File: src/rtl/attn_read_sched.sv
// ---------------------------------------------------------------------------
// attn_read_sched
//
// Round-robin scheduler that time-shares a single attn_reader datapath
// between NUM_REQ requesters (one per attention query/head stream).
//
// A requester is granted, its index is driven on sel so the surrounding
// operand muxes route its score/v_mat to the reader, the reader is kicked
// with a one-cycle start pulse, and the scheduler then waits for the
// reader's out_valid under a watchdog. The result is returned as a tagged
// response with a ready/valid handshake. The reader's out_vec stays stable
// through RESP because no new start is issued, so the consumer captures
// data on the response handshake.
//
// Parameters:
//   NUM_REQ   number of requesters (>= 2)
//   TIMEOUT   maximum cycles spent waiting for the reader (>= 2)
//   ID_W      width of the requester index
//
// Ports:
//   clk        clock
//   rst        asynchronous, active-high reset
//   req        level request per requester, held until its ack
//   ack        one-hot, one-cycle pulse when a request is accepted
//   sel        index of the current owner (reader operand mux select)
//   rd_start   one-cycle start pulse to the reader
//   rd_valid   reader out_valid
//   rsp_valid  response available
//   rsp_id     owner of the response (same value as sel)
//   rsp_err    1 = watchdog expired, reader output is not valid
//   rsp_ready  consumer accepts the response
//   busy       high whenever the scheduler is not idle
// ---------------------------------------------------------------------------
module attn_read_sched #(
  parameter int NUM_REQ = 4,
  parameter int TIMEOUT = 16,
  parameter int ID_W    = $clog2(NUM_REQ)
) (
  input  logic               clk,
  input  logic               rst,
  input  logic [NUM_REQ-1:0] req,
  output logic [NUM_REQ-1:0] ack,
  output logic [ID_W-1:0]    sel,
  output logic               rd_start,
  input  logic               rd_valid,
  output logic               rsp_valid,
  output logic [ID_W-1:0]    rsp_id,
  output logic               rsp_err,
  input  logic               rsp_ready,
  output logic               busy
);

  // The timer only has to reach TIMEOUT-1 before the FSM leaves WAIT,
  // so it can never wrap.
  localparam int TMR_W = $clog2(TIMEOUT + 1);
  localparam logic [TMR_W-1:0] TMR_LAST = TMR_W'(TIMEOUT - 1);
  localparam logic [ID_W-1:0]  LAST_ID  = ID_W'(NUM_REQ - 1);

  typedef enum logic [1:0] {
    IDLE   = 2'd0,
    LAUNCH = 2'd1,
    WAIT   = 2'd2,
    RESP   = 2'd3
  } state_t;

  state_t            state;
  state_t            state_nxt;
  logic [ID_W-1:0]   ptr;
  logic [ID_W-1:0]   ptr_nxt;
  logic [ID_W-1:0]   owner;
  logic [ID_W-1:0]   owner_nxt;
  logic [TMR_W-1:0]  timer;
  logic [TMR_W-1:0]  timer_nxt;
  logic              err;
  logic              err_nxt;

  logic [ID_W-1:0]   pick;
  logic [ID_W-1:0]   cand;
  logic              pick_found;
  int unsigned       cand_raw;

  // Round-robin arbiter: first set request bit at or above ptr, wrapping
  // back to 0. The wrap is done with a compare-and-subtract rather than a
  // modulo so it stays cheap for NUM_REQ values that are not powers of two.
  // The result only matters when at least one request is set.
  always_comb begin
    pick       = ptr;
    pick_found = 1'b0;
    cand       = '0;
    cand_raw   = 0;
    for (int i = 0; i < NUM_REQ; i++) begin
      cand_raw = int'(unsigned'(ptr)) + i;
      if (cand_raw >= NUM_REQ) begin
        cand_raw = cand_raw - NUM_REQ;
      end
      cand = ID_W'(cand_raw);
      if (!pick_found && req[cand]) begin
        pick       = cand;
        pick_found = 1'b1;
      end
    end
  end

  // State register together with the owner, round-robin pointer, watchdog
  // timer and error flag. Reset aborts any transaction in flight without
  // producing a response.
  always_ff @(posedge clk or posedge rst) begin
    if (rst) begin
      state <= IDLE;
      ptr   <= '0;
      owner <= '0;
      timer <= '0;
      err   <= 1'b0;
    end else begin
      state <= state_nxt;
      ptr   <= ptr_nxt;
      owner <= owner_nxt;
      timer <= timer_nxt;
      err   <= err_nxt;
    end
  end

  // Next-state logic and Moore output decode. Requests are only looked at
  // in IDLE, so a request that drops before its ack is simply never seen.
  // rd_valid is only honoured in WAIT; a late pulse after a timeout lands
  // in RESP or IDLE and is ignored. When rd_valid and the final watchdog
  // cycle coincide, the valid result takes priority.
  always_comb begin
    state_nxt = state;
    ptr_nxt   = ptr;
    owner_nxt = owner;
    timer_nxt = timer;
    err_nxt   = err;

    ack       = '0;
    rd_start  = 1'b0;
    rsp_valid = 1'b0;
    rsp_err   = 1'b0;
    sel       = owner;
    rsp_id    = owner;
    busy      = (state != IDLE);

    case (state)
      IDLE: begin
        if (|req) begin
          owner_nxt = pick;
          state_nxt = LAUNCH;
        end
      end

      LAUNCH: begin
        ack[owner] = 1'b1;
        rd_start   = 1'b1;
        timer_nxt  = '0;
        state_nxt  = WAIT;
      end

      WAIT: begin
        timer_nxt = timer + 1'b1;
        if (rd_valid) begin
          err_nxt   = 1'b0;
          state_nxt = RESP;
        end else if (timer == TMR_LAST) begin
          err_nxt   = 1'b1;
          state_nxt = RESP;
        end
      end

      RESP: begin
        rsp_valid = 1'b1;
        rsp_err   = err;
        if (rsp_ready) begin
          ptr_nxt   = (owner == LAST_ID) ? '0 : owner + 1'b1;
          state_nxt = IDLE;
        end
      end

      default: begin
        state_nxt = IDLE;
      end
    endcase
  end

endmodule

File: config.mk
export PLATFORM = sky130hd
export DESIGN_NAME = attn_read_sched
export DESIGN_NICKNAME = d
export VERILOG_FILES = /design/src/rtl/attn_read_sched.sv
export SDC_FILE = /design/constraint.sdc
export NUM_CORES = 1
export LEC_CHECK = 0
export CAP_MARGIN = 10
export CORE_MARGIN = 2
export CORE_UTILIZATION = 35
export DETAILED_ROUTE_END_ITERATION = 16
export GPL_ROUTABILITY_DRIVEN = 0
export PLACE_DENSITY = 0.72
export RECOVER_POWER = 100
export SLEW_MARGIN = 20
export SYNTH_ARGS = -nofsm -noshare
export SYNTH_HDL_FRONTEND = slang
export SYNTH_SLANG_ARGS = --single-unit
File: constraint.sdc
create_clock -name clk -period 1.42 [get_ports clk]
set_input_delay 0.142 -clock clk [delete_from_list [all_inputs] [get_ports clk]]
set_output_delay 0.142 -clock clk [all_outputs]
set_load 0.1 [all_outputs]
======== Word level (Yosys, flattened, before mapping) ========
Cells that the tools add are included.
operators by class
  $add $sub $neg .......................... 9
  magnitude comparators ................... 10
  equality and inequality tests ........... 8
  mux-type cells .......................... 34
  reduce and logical (&&, ||, !) cells .... 16
operators with widths
  operator                                                                              number
  2-bit two-way mux                                                                     13
  2-bit by 3-bit < comparator with 1-bit output (second input constant)                 5
  1-bit two-way mux                                                                     13
  5-bit case mux with 2 select lines                                                    1
  3-bit greater-or-equal comparator (second input constant)                             3
  1-bit binary-select mux with 2-bit select                                             4
  2-bit case mux with 4 select lines                                                    1
  2-bit by 1-bit subtractor with 2-bit output (second input constant)                   4
  2-bit by 2-bit adder with 3-bit output (second input constant)                        2
  2-bit equality test (second input constant)                                           3
  2-bit AND reduction                                                                   3
  2-bit nonzero test                                                                    3
  5-bit by 1-bit adder with 5-bit output (second input constant)                        1
  5-bit by 4-bit equality test with 1-bit output (second input constant)                1
  1-bit logical AND                                                                     4
  4-bit two-way mux                                                                     1
  2-bit != test (second input constant)                                                 2
  4-bit OR reduction                                                                    1
  2-bit by 1-bit adder with 3-bit output (second input constant)                        1
  2-bit by 3-bit greater-or-equal comparator with 1-bit output (second input constant)  1
  1-bit zero test                                                                       3
  3-bit != test (second input constant)                                                 1
  3-bit AND reduction                                                                   1
  2-bit by 1-bit adder with 2-bit output (second input constant)                        1
  4 further kinds                                                                       4
storage, ports and cells
  bits in registers ....................... 12
  input port bits ......................... 8
  output and inout port bits .............. 12
  logic and storage cells ................. 82

======== Longest topological paths before layout ========
Gate-level depths: netlist of run 1.
  depth after elaboration ................. 14
  depth in mapped cells ................... 7
  depth with buffers taken out ............ 7

======== Least setup slack after synthesis of run 1 ========
Ideal clock, no wire load.
  path kind ............................... register -> output
  from .................................... reg state[1]
  to ...................................... out ack[3]
  data arrival time ....................... 2,166 ps
  required time ........................... 1,278 ps
  slack ................................... -888 ps
  stages on the path, launching flop included .. 4
  buffers on the path ..................... 0
  cells stage by stage .................... dfrtp_1 > inv_1 > ha_1 > and2_1
on the way
  longest elaborated chain between the ends .. 2
ends and longest elaborated chain
  item                                            RTL line  RTL
  from (decl)                                     66        state_t state;
  from (signal assigned)                          115       state <= state_nxt;
  2-bit by 1-bit equality test with 1-bit output  143       case (state)
  4-bit two-way mux                               143
  to (decl)                                       42        output logic [NUM_REQ-1:0] ack,
No other way between the ends.

======== Final worst setup path of run 1 ========
  from .................................... reg owner[0] (netlist: rsp_id[0])
  to ...................................... out ack[1]
on the way
  longest elaborated chain between the ends .. 5
  elaborated cells on any way between the ends .. 6
  those cells by class .................... order compare: 2; mux: 3; reduce/logical: 1
ends and longest elaborated chain
  item                                                                                                                                                 RTL line  RTL
  from (decl)                                                                                                                                          70        logic [ID_W-1:0] owner;
  from (signal assigned)                                                                                                                               117       owner <= owner_nxt;
  2-bit by 3-bit < comparator with 1-bit output (not written as such) or 2-bit by 1-bit greater-or-equal comparator with 1-bit output (tied branches)  152       ack[owner] = 1'b1;
  1-bit logical AND (not written as such)                                                                                                              152
  1-bit two-way mux (not written as such)                                                                                                              152
  1-bit demux with 2-bit select (*)                                                                                                                    152
  4-bit two-way mux (*)                                                                                                                                143
Every way passes the cells marked *; elsewhere a longest branch is shown, timed or not.

==> results.toml, run 1 <==
[status]
status = "finished with violations"
violations = "negative setup slack"

[synth]
ys_warn_count = 0
synth_most_common_cell = "dfrtp_1"
synth_common_cells = "dfrtp_1, inv_1, ha_1, nand2_1"
synth_seq_cells = 12
synth-async-reset-ratio_pct = 100
ys_types = 28
synth_fp_nets = 102
synth_area_leader_cell = "dfrtp_1"
ys_seq_area_share_pct = 38.5
synth_flop_cell = "dfrtp_1"
netlist_instances = 84
netlist_area_um2 = 781
synth_top_area_share_pct = 38.5
synth-edff-count = 0
syn_avg_cell_area_um2 = 9.29
synthTopCellsByArea = "dfrtp_1, ha_1, inv_1"

[detailed_routing]
wirelength_um = 1900
vias = 731
route.detailed.drc = 0
viasPerCell = 4.97
firstDrtPassIters = 5
drtIter0Drc = 15
ant_nets = 0
wire_per_inst_um = 12.9

[setup_path]
cp-start-kind = "flop"
required_ns = 1.28
worstPathArrival_ns = 1.33
rrSetupSlack_ns = -0.03
crit_type = "flop to output port"
crit_path_max_fanout = 5
critPathCaptureType = "output port"

[cells_and_area]
multi_input_area_um2 = 508
synthToLayoutAreaGrowth_pct = 70.4
n_antenna_cell = 0
fill_cells = 189
sequential_cell_area_um2 = 305
drive_gt1_share_pct = 43.7
final_net_count = 139

[clock_network]
clock_latency_ns = 0.28
cts_root_buffer = "clkbuf_4"
cts_buffer_depth = 2
cts_tree = "built"
cts_made_buffers = 3
cts.clk_slew.worst_paths_ns = 0.07
cts.sinks = 12
cts_max_level = 1
cts_hold_buf = 0

[flow_run]
max-cap-violations = 0

[sta]
grt_setup_unrepaired = "true"
hold_violations = 0
slew_headroom_pct = 69.3
worstMarginPinSlew_ns = 0.459
clock.fmax_mhz = 680
finalSetupViolCount = 5
skew_ns = 0.00709
period_needed_ns = 1.47
fin_ws_ns = -0.0507
layout_worst_path_cycle_share_pct = 104
worst_hold_slack_ns = 0.305
drv_slew = 0

[placed_design]
port_buffers = 19
hpwl_um = 1410

[die]
die_x_um = 51.2
rows = 17
core_um2 = 2170
initial_core_util_pct = 36.0
die_height_um = 51.2
dieArea_um2 = 2620
io-pin-count = 20

[grt]
grt_pass1_vias = 739
grt.total_usage_pct = 15.7
gr-total-overflow = 0
grt_pass1_wl_um = 3040
grt_max_degree = 13
antenna_found_initial = 0

[min_path]
worstHoldPathType = "input pin to asynchronous set/reset pin"
## per-layer routing
layer  vias up  track usage, %  share of wire [%]
met5         -               0                  0
met1       340            15.9                 40
met3         6            2.63                3.9
met4         0            8.77                2.4
met2        29            30.1                 54
li1        356               -                  -
## worst max-delay path, cell delays in order (launching register included)
cell and delay (ns):
dfrtp_4 0.52, ha_1 0.21, and2_4 0.16, buf_12 0.16
## worst paths after layout
path                       startpoint         to  cells past startpoint
min                               rst   timer[2]                      2
max reg2reg                  timer[0]   state[1]                      7
min reg2reg                  timer[3]   timer[3]                      1
min in group clk             timer[3]   timer[3]                      1
max                         rsp_id[0]     ack[1]                      3
max in group asynchronous         rst  rsp_id[0]                      2
## placed cells by master, fill, tap and decap left out, types with 2 or more instances in the layout
master           count
and2_4               5
o21ai_0              5
dfrtp_1             10
nand2b_1             3
buf_4               13
a31oi_1              2
nor2b_1              2
clkbuf_1             2
buf_12               9
a21oi_1              2
buf_6                5
nor2_1               2
inv_1                8
nand3_1              2
ha_2                 3
nand2_1              8
ha_4                 4
ha_1                 3
clkbuf_4             3
clkdlybuf4s50_1      6
o22ai_1              2
## registers in the layout (all words and copies together), names as in the netlist
register and flops:
err 1, state 2, ptr 2, timer 5, rsp_id 2
## cell families after synthesis
logic type	count (synthesis)	share of synthesized area, %
AO/OA/AOI/OAI	18	15.7
buffers and inverters	15	8.49
multiplexers	2	2.72
AND/OR/NAND/NOR	27	18.6
adder cells (fa/ha/maj)	10	16.0
flip-flops	12	38.5
## repair_timing
action | 4_1_cts | 5_1_grt
gates resized for setup | 9 | 5
setup buffers | 7 | 0
pin swaps | 10 | 4
setup endpoints to repair | 7 | 9
## through the flow
stage	worst slack (ns)	cells	TNS (ns)	cell area [um^2]	utilization, %
after floorplan	-0.192	84	-0.983	832	-
after global placement	0.0325	137	0	1230	56.6
after detailed placement	-0.0128	137	-0.0128	1230	56.6
after CTS	-0.0516	147	-0.200	1340	61.5
after global routing	-0.103	147	-0.699	1330	61.3
final	-0.0507	147	-0.213	1330	61.3
## layout make-up
cell class              instances  area share [%]
multi-input cells              57            38.2
repair buffers                 36            31.0
flip-flops and latches         12            23.0
inverters                      11            3.57
well taps                      28            2.63
clock buffers                   3            1.69
Power of run 1 is not shown: default switching activity piles up to over one toggle a cycle in this logic, so the estimate is an artifact.
==> run 2, diff against run 1 <==
MAX_ROUTING_LAYER = met4   (was unset)
==> results of run 2 <==
Final layout, timing and power as in run 1 (identical DEF).
Among the figures that moved: overall routing resource usage 15.7% -> 16.1%
Power of run 2 is left out for the same reason.
